===== src/rtl/ambi_led_pkg.sv =====
// Shared constants and helpers for the ambient-light WS2812 strip transmitters.
// Timing values assume a 148.5 MHz pixel clock.
package ambi_led_pkg;
    localparam int WS_TBIT    = 186;
    localparam int WS_T0H     = 59;
    localparam int WS_T1H     = 119;
    localparam int WS_TRST    = 41580;
    localparam int WS_CNT_W   = 16;
    localparam int NUM_LED_UP = 78;

    typedef enum logic [1:0] {
        S_IDLE = 2'd0,
        S_BIT  = 2'd1,
        S_RST  = 2'd2
    } led_state_e;

    // The strip expects green first; the zone words arrive as {R,G,B}.
    function automatic logic [23:0] rgb_to_grb(input logic [23:0] rgb);
        return {rgb[15:8], rgb[23:16], rgb[7:0]};
    endfunction
endpackage


===== src/rtl/ws2812_bit_timer.sv =====
// One WS2812 bit slot: counts 0..TBIT-1 and drives the registered data line high
// for T0H or T1H cycles depending on the bit being sent.
module ws2812_bit_timer #(
    parameter int TBIT  = 186,
    parameter int T0H   = 59,
    parameter int T1H   = 119,
    parameter int CNT_W = 16
) (
    input  logic clkn,
    input  logic reset,
    input  logic start,
    input  logic run,
    input  logic en_nxt,
    input  logic bit_nxt,
    output logic dout,
    output logic bit_end
);
    logic [CNT_W-1:0] cnt_q, cnt_d;
    logic             dout_q, dout_d;

    // dout is computed from the next count so the registered line lines up with cnt_q.
    always_comb begin
        bit_end = run && (cnt_q == CNT_W'(TBIT - 1));
        cnt_d   = cnt_q;
        if (start || bit_end) begin
            cnt_d = '0;
        end else if (run) begin
            cnt_d = cnt_q + 1'b1;
        end
        dout_d = en_nxt && (cnt_d < (bit_nxt ? CNT_W'(T1H) : CNT_W'(T0H)));
    end

    always_ff @(negedge clkn or posedge reset) begin
        if (reset) begin
            cnt_q  <= '0;
            dout_q <= 1'b0;
        end else begin
            cnt_q  <= cnt_d;
            dout_q <= dout_d;
        end
    end

    assign dout = dout_q;
endmodule


===== src/rtl/ws2812_tx_up.sv =====
// Top-edge strip transmitter: buffers one frame of NUM_LED zone words, then
// serialises them GRB/MSB-first onto the WS2812 line and holds the latch gap.
module ws2812_tx_up
    import ambi_led_pkg::*;
#(
    parameter int NUM_LED = NUM_LED_UP,
    parameter int TBIT    = WS_TBIT,
    parameter int T0H     = WS_T0H,
    parameter int T1H     = WS_T1H,
    parameter int TRST    = WS_TRST,
    parameter int CNT_W   = WS_CNT_W
) (
    input  logic        clkn,
    input  logic        reset,
    input  logic        dv_RGB_in,
    input  logic [23:0] RGB_in,
    output logic        led_dout,
    output logic        busy,
    output logic        frame_done,
    output logic        drop
);
    localparam int IDX_W = (NUM_LED > 1) ? $clog2(NUM_LED) : 1;

    if (!(NUM_LED > 0 && T0H > 0 && T0H < T1H && T1H < TBIT && TRST > 0 &&
          TRST < (1 << CNT_W) && TBIT <= (1 << CNT_W))) begin : g_bad_params
        $error("ws2812_tx_up: illegal timing parameters");
    end

    led_state_e       state_q, state_d;
    logic [IDX_W-1:0] wr_ptr_q, wr_ptr_d;
    logic [IDX_W-1:0] led_idx_q, led_idx_d;
    logic [4:0]       bit_idx_q, bit_idx_d;
    logic [23:0]      sh_q, sh_d;
    logic [CNT_W-1:0] rst_cnt_q, rst_cnt_d;
    logic             drop_q, drop_d;
    logic [23:0]      mem_q [NUM_LED];
    logic             mem_we, launch, bit_end;
    logic [IDX_W-1:0] rd_idx;
    logic [23:0]      word0;

    always_comb begin
        state_d   = state_q;
        wr_ptr_d  = wr_ptr_q;
        led_idx_d = led_idx_q;
        bit_idx_d = bit_idx_q;
        sh_d      = sh_q;
        rst_cnt_d = rst_cnt_q;
        drop_d    = 1'b0;
        mem_we    = 1'b0;
        launch    = 1'b0;
        rd_idx    = (led_idx_q == IDX_W'(NUM_LED - 1)) ? '0 : led_idx_q + 1'b1;
        // Bypass so a single-LED frame launches with the word being captured.
        word0     = (wr_ptr_q == '0) ? RGB_in : mem_q[0];
        case (state_q)
            S_IDLE: begin
                if (dv_RGB_in) begin
                    mem_we = 1'b1;
                    if (wr_ptr_q == IDX_W'(NUM_LED - 1)) begin
                        launch    = 1'b1;
                        state_d   = S_BIT;
                        wr_ptr_d  = '0;
                        led_idx_d = '0;
                        bit_idx_d = '0;
                        sh_d      = rgb_to_grb(word0);
                    end else begin
                        wr_ptr_d = wr_ptr_q + 1'b1;
                    end
                end else if (wr_ptr_q != '0) begin
                    wr_ptr_d = '0;
                    drop_d   = 1'b1;
                end
            end
            S_BIT: begin
                drop_d = dv_RGB_in;
                if (bit_end) begin
                    if (bit_idx_q < 5'd23) begin
                        sh_d      = {sh_q[22:0], 1'b0};
                        bit_idx_d = bit_idx_q + 1'b1;
                    end else if (led_idx_q < IDX_W'(NUM_LED - 1)) begin
                        sh_d      = rgb_to_grb(mem_q[rd_idx]);
                        bit_idx_d = '0;
                        led_idx_d = rd_idx;
                    end else begin
                        state_d   = S_RST;
                        rst_cnt_d = '0;
                    end
                end
            end
            S_RST: begin
                drop_d = dv_RGB_in;
                if (rst_cnt_q == CNT_W'(TRST - 1)) begin
                    state_d   = S_IDLE;
                    rst_cnt_d = '0;
                end else begin
                    rst_cnt_d = rst_cnt_q + 1'b1;
                end
            end
            default: state_d = S_IDLE;
        endcase
    end

    always_ff @(negedge clkn or posedge reset) begin
        if (reset) begin
            state_q   <= S_IDLE;
            wr_ptr_q  <= '0;
            led_idx_q <= '0;
            bit_idx_q <= '0;
            sh_q      <= '0;
            rst_cnt_q <= '0;
            drop_q    <= 1'b0;
        end else begin
            state_q   <= state_d;
            wr_ptr_q  <= wr_ptr_d;
            led_idx_q <= led_idx_d;
            bit_idx_q <= bit_idx_d;
            sh_q      <= sh_d;
            rst_cnt_q <= rst_cnt_d;
            drop_q    <= drop_d;
        end
    end

    always_ff @(negedge clkn) begin
        if (mem_we) begin
            mem_q[wr_ptr_q] <= RGB_in;
        end
    end

    ws2812_bit_timer #(
        .TBIT (TBIT),
        .T0H  (T0H),
        .T1H  (T1H),
        .CNT_W(CNT_W)
    ) u_timer (
        .clkn   (clkn),
        .reset  (reset),
        .start  (launch),
        .run    (state_q == S_BIT),
        .en_nxt (state_d == S_BIT),
        .bit_nxt(sh_d[23]),
        .dout   (led_dout),
        .bit_end(bit_end)
    );

    assign busy       = (state_q != S_IDLE);
    assign frame_done = (state_q == S_RST) && (rst_cnt_q == CNT_W'(TRST - 1));
    assign drop       = drop_q;
endmodule


===== config.mk =====
export PLATFORM = sky130hd
export DESIGN_NAME = ws2812_tx_up
export DESIGN_NICKNAME = d
export VERILOG_FILES = /design/src/rtl/ambi_led_pkg.sv /design/src/rtl/ws2812_bit_timer.sv /design/src/rtl/ws2812_tx_up.sv
export SDC_FILE = /design/constraint.sdc
export NUM_CORES = 2
export LEC_CHECK = 0
export ABC_CLOCK_PERIOD_IN_PS = 3800
export CAP_MARGIN = 30
export CORE_MARGIN = 2
export CORE_UTILIZATION = 40
export DETAILED_ROUTE_END_ITERATION = 16
export SLEW_MARGIN = 20
export SYNTH_ARGS = -nofsm -noshare
export SYNTH_HDL_FRONTEND = slang
export SYNTH_SLANG_ARGS = --single-unit

===== constraint.sdc =====
create_clock -name clkn -period 3.8 [get_ports clkn]
set_input_delay 0.76 -clock clkn [delete_from_list [all_inputs] [get_ports clkn]]
set_output_delay 0.76 -clock clkn [all_outputs]
set_load 0.03 [all_outputs]

==> run_results.csv <==
group,metric,value,unit
status,status,"finished with violations",
drt,vias,61072,
power_and_ir_drop,ir_drop,499,µV
worst_setup_path,critPathRequiredTime,3.04,ns
worst_setup_path,crit_path_end_kind,"primary output",
drt,wl_met3,31.1,mm
clock_network,cts_buffer_depth,3,
sta,tightest_slew,0.955,ns
final_layout,drive_above_1_share,0.185,
logic_synthesis,synth_most_common_cell,"edfxtp_1",
sta,finalSetupViolCount,5,
logic_synthesis,synth_common_cells,"1872 x edfxtp_1, 397 x nor2_1, 329 x o21ai_0",
job,drv_cap,0,
logic_synthesis,seq_area_frac_synth,0.721,
drt,drc,0,
logic_synthesis,synth_area,80700,µm²
place,place_ws,-1.24,ns
power_and_ir_drop,power_leakage,42.4,nW
sta,drv_slew,0,
clock_network,clk_pin_slew,0.05,ns
status,violations,"setup timing",
sta,slew_headroom,0.362,
sta,fin_worst_skew,0.0832,ns
grt,first_global_vias,62610,
drt,drtPass1Iterations,6,
worst_setup_path,r2r_slack,-0.03,ns
worst_setup_path,path_cells,"ha_2 -> and4b_1 -> nand4_1 -> nor2_2 -> buf_12",
logic_synthesis,yosysTopAreaCellShare,0.697,
drt,wl_per_cell,27.2,µm
logic_synthesis,async_flop_share,0.0405,
grt,grt_max_degree,89,
clock_network,clock_latency,0.84,ns
drt,avgViaCountPerCell,5.80,
floorplan,die_area,205000,µm²
logic_synthesis,yosys-top-cells-area,"edfxtp_1 70%, mux4_2 2.6%, dfrtn_1 2.4%",
grt,antenna_found_initial,12,
drt,dr.first_iter.drc_count,8153,
worst_setup_path,r2r-start,"led_idx_q[0]",
grt,grt_usage,0.273,
floorplan,io_pins,31,
clock_network,cts_buffers,206,
grt,grt_pass1_wl,408,mm
worst_setup_path,crit_arrival,3.90,ns
worst_setup_path,critPathMaxFanout,2,
final_layout,ff_latch_area,58200,µm²
worst_setup_path,setup.worst_path.end,"frame_done",
final_layout,nNetsFinal,7743,
drt,drtAntennaViolNets,0,
final_layout,syn_to_final_growth,30.5,%
sta,hold_violations,0,
worst_setup_path,critPathLaunchType,"flop",
sta,rsz0062_at_grt,"true",
logic_synthesis,syn_area_per_cell,15.2,µm²
drt,wl_met1,111,mm
clock_network,cts.htree.levels,4,
clock_network,root_buffer,"clkbuf_16",
logic_synthesis,yosys_most_used_dff,"edfxtp_1",
floorplan,rows,164,
final_layout,fin_util,0.526,
floorplan,initial_core_util,0.403,
logic_synthesis,synth_warnings,0,
worst_setup_path,max_stage_delay,0.41,ns
place,io_buffers,30,
power_and_ir_drop,finalPower,0.0540,W
sta,setup_ws,-0.856,ns
power_and_ir_drop,p_per_area,513,nW/µm²
drt,drt-total-wl,286,mm
final_layout,fill_cells,16715,
worst_setup_path,worst_r2r_path_depth,11,
clock_network,cts_sinks,1951,
clock_network,cts_tree,"built",
grt,overflow,0,
min_path,hp-class,"reg2reg",
final_layout,multi_input_area,21200,µm²
floorplan,die_h,453,µm
worst_setup_path,path_class,"reg2out",
logic_synthesis,synth_nets,5345,
logic_synthesis,synthDistinctLibCells,104,
floorplan,coreArea,200000,µm²
logic_synthesis,synth_seq_cells,1951,
worst_setup_path,slowest_stage,"dfrtn_1",
drt,met2_length,131,mm
logic_synthesis,synth-edff-count,1872,
place,dp_cells,8247,
logic_synthesis,syn_inst,5302,
drt,top_layer_used,"met5",
worst_setup_path,critPathLaunch,"rst_cnt_q[1]",
clock_network,hold_buffers,0,
place,gp_congestion,0.986,
floorplan,die_x,453,µm
worst_setup_path,reg2reg_to,"sh_q[4]",
final_layout,layout.cells.non_filler,10535,
place,place_hpwl,180,mm
logic_synthesis,synth_top_cell_by_area,"edfxtp_1",
-- worst min-delay path by stage --
stage / from / to / slack, ns / cells after the start
detailed placement: rst_cnt_q[15] / rst_cnt_q[15] / 0.49 / 1
CTS: sh_q[3] / sh_q[3] / 0.49 / 2
global route: sh_q[3] / sh_q[3] / 0.51 / 2
finish: rst_cnt_q[15] / rst_cnt_q[15] / 0.49 / 1
global placement: rst_cnt_q[15] / rst_cnt_q[15] / 0.43 / 1
floorplan: rst_cnt_q[15] / rst_cnt_q[15] / 0.39 / 1
-- cell families after synthesis --
group / after synthesis / share of synthesized area
flops: 1951 / 0.721
compound gates: 1506 / 0.130
simple gates: 1000 / 0.0572
buf+inv: 437 / 0.0247
mux: 369 / 0.0620
xor+xnor: 23 / 0.00291
fa+ha+maj: 16 / 0.00248
-- routing by layer --
metal	GRT usage	vias to the layer above
met3	0.0809	603
met4	0.151	4
met2	0.410	3895
li1	-	26124
met5	0	-
met1	0.356	30446
-- report_power, final --
part           switching [W]  internal, W  total (W)
combinational       0.000538     0.000140   0.000678
sequential       0.000000478       0.0237     0.0237
clock                 0.0142       0.0154     0.0296
-- critical path: cells and delay by family, from the launching register on --
family	cells	cell delay (ns)
simple gates	3	0.49
flops	1	0.41
fa+ha+maj	1	0.19
buf+inv	1	0.14
-- cell type report --
cell class | count | share of cell area
flip-flops and latches | 1951 | 0.553
multi-input cells | 2914 | 0.201
clock inverters | 2044 | 0.0869
repair buffers | 727 | 0.0765
clock buffers | 211 | 0.0499
well taps | 2656 | 0.0316
inverters | 28 | 0.00115
diodes | 4 | 0.0000950
-- registers in the layout (all words and copies together) (netlist names) --
name / count
bit_idx_q: 5
u_timer.dout: 1
state_q: 2
sh_q: 24
mem_q: 1872
drop: 1
rst_cnt_q: 16
u_timer.cnt_q: 16
wr_ptr_q: 7
led_idx_q: 7
-- cell usage in the layout, fill, tap and decap left out, types with 38 or more instances in the layout --
cell and n:
inv_1 1932, edfxtp_1 1872, buf_4 513, o21ai_0 327
nor2_1 315, nand2_1 217, clkbuf_16 213, a21oi_1 208
buf_12 197, a211oi_1 159, mux2i_1 148, mux2_2 128
a221oi_1 102, o22ai_1 96, nor3_1 96, mux4_2 92
dfrtn_1 79, o31ai_1 77, nand3_1 75, a31oi_1 74
o221ai_1 56, nor2_2 56, and2_1 53, clkinvlp_2 52
bufinv_16 39, o211ai_1 38, o2bb2ai_1 38
-- metrics by stage --
step	instance area (µm²)	TNS [ns]	hold slack, ns
after detailed placement	90400	-1944.88	0.492
after global routing	105000	-2.09	0.511
after floorplan	81000	-1369.48	0.394
final	105000	-1.89	0.489
after CTS	105000	-2.04	0.494
after global placement	90400	-1911.82	0.426
-- what timing repair did --
| action | 4_1_cts | 5_1_grt |
|---|---|---|
| cloned | 1 | 3 |
| pin swaps | 5 | 14 |
| setup buffers | 1 | 24 |
| setup endpoints to repair | 1679 | 20 |
| resized for setup | 29 | 30 |
No activity file was read; power rests on OpenSTA's default activity.
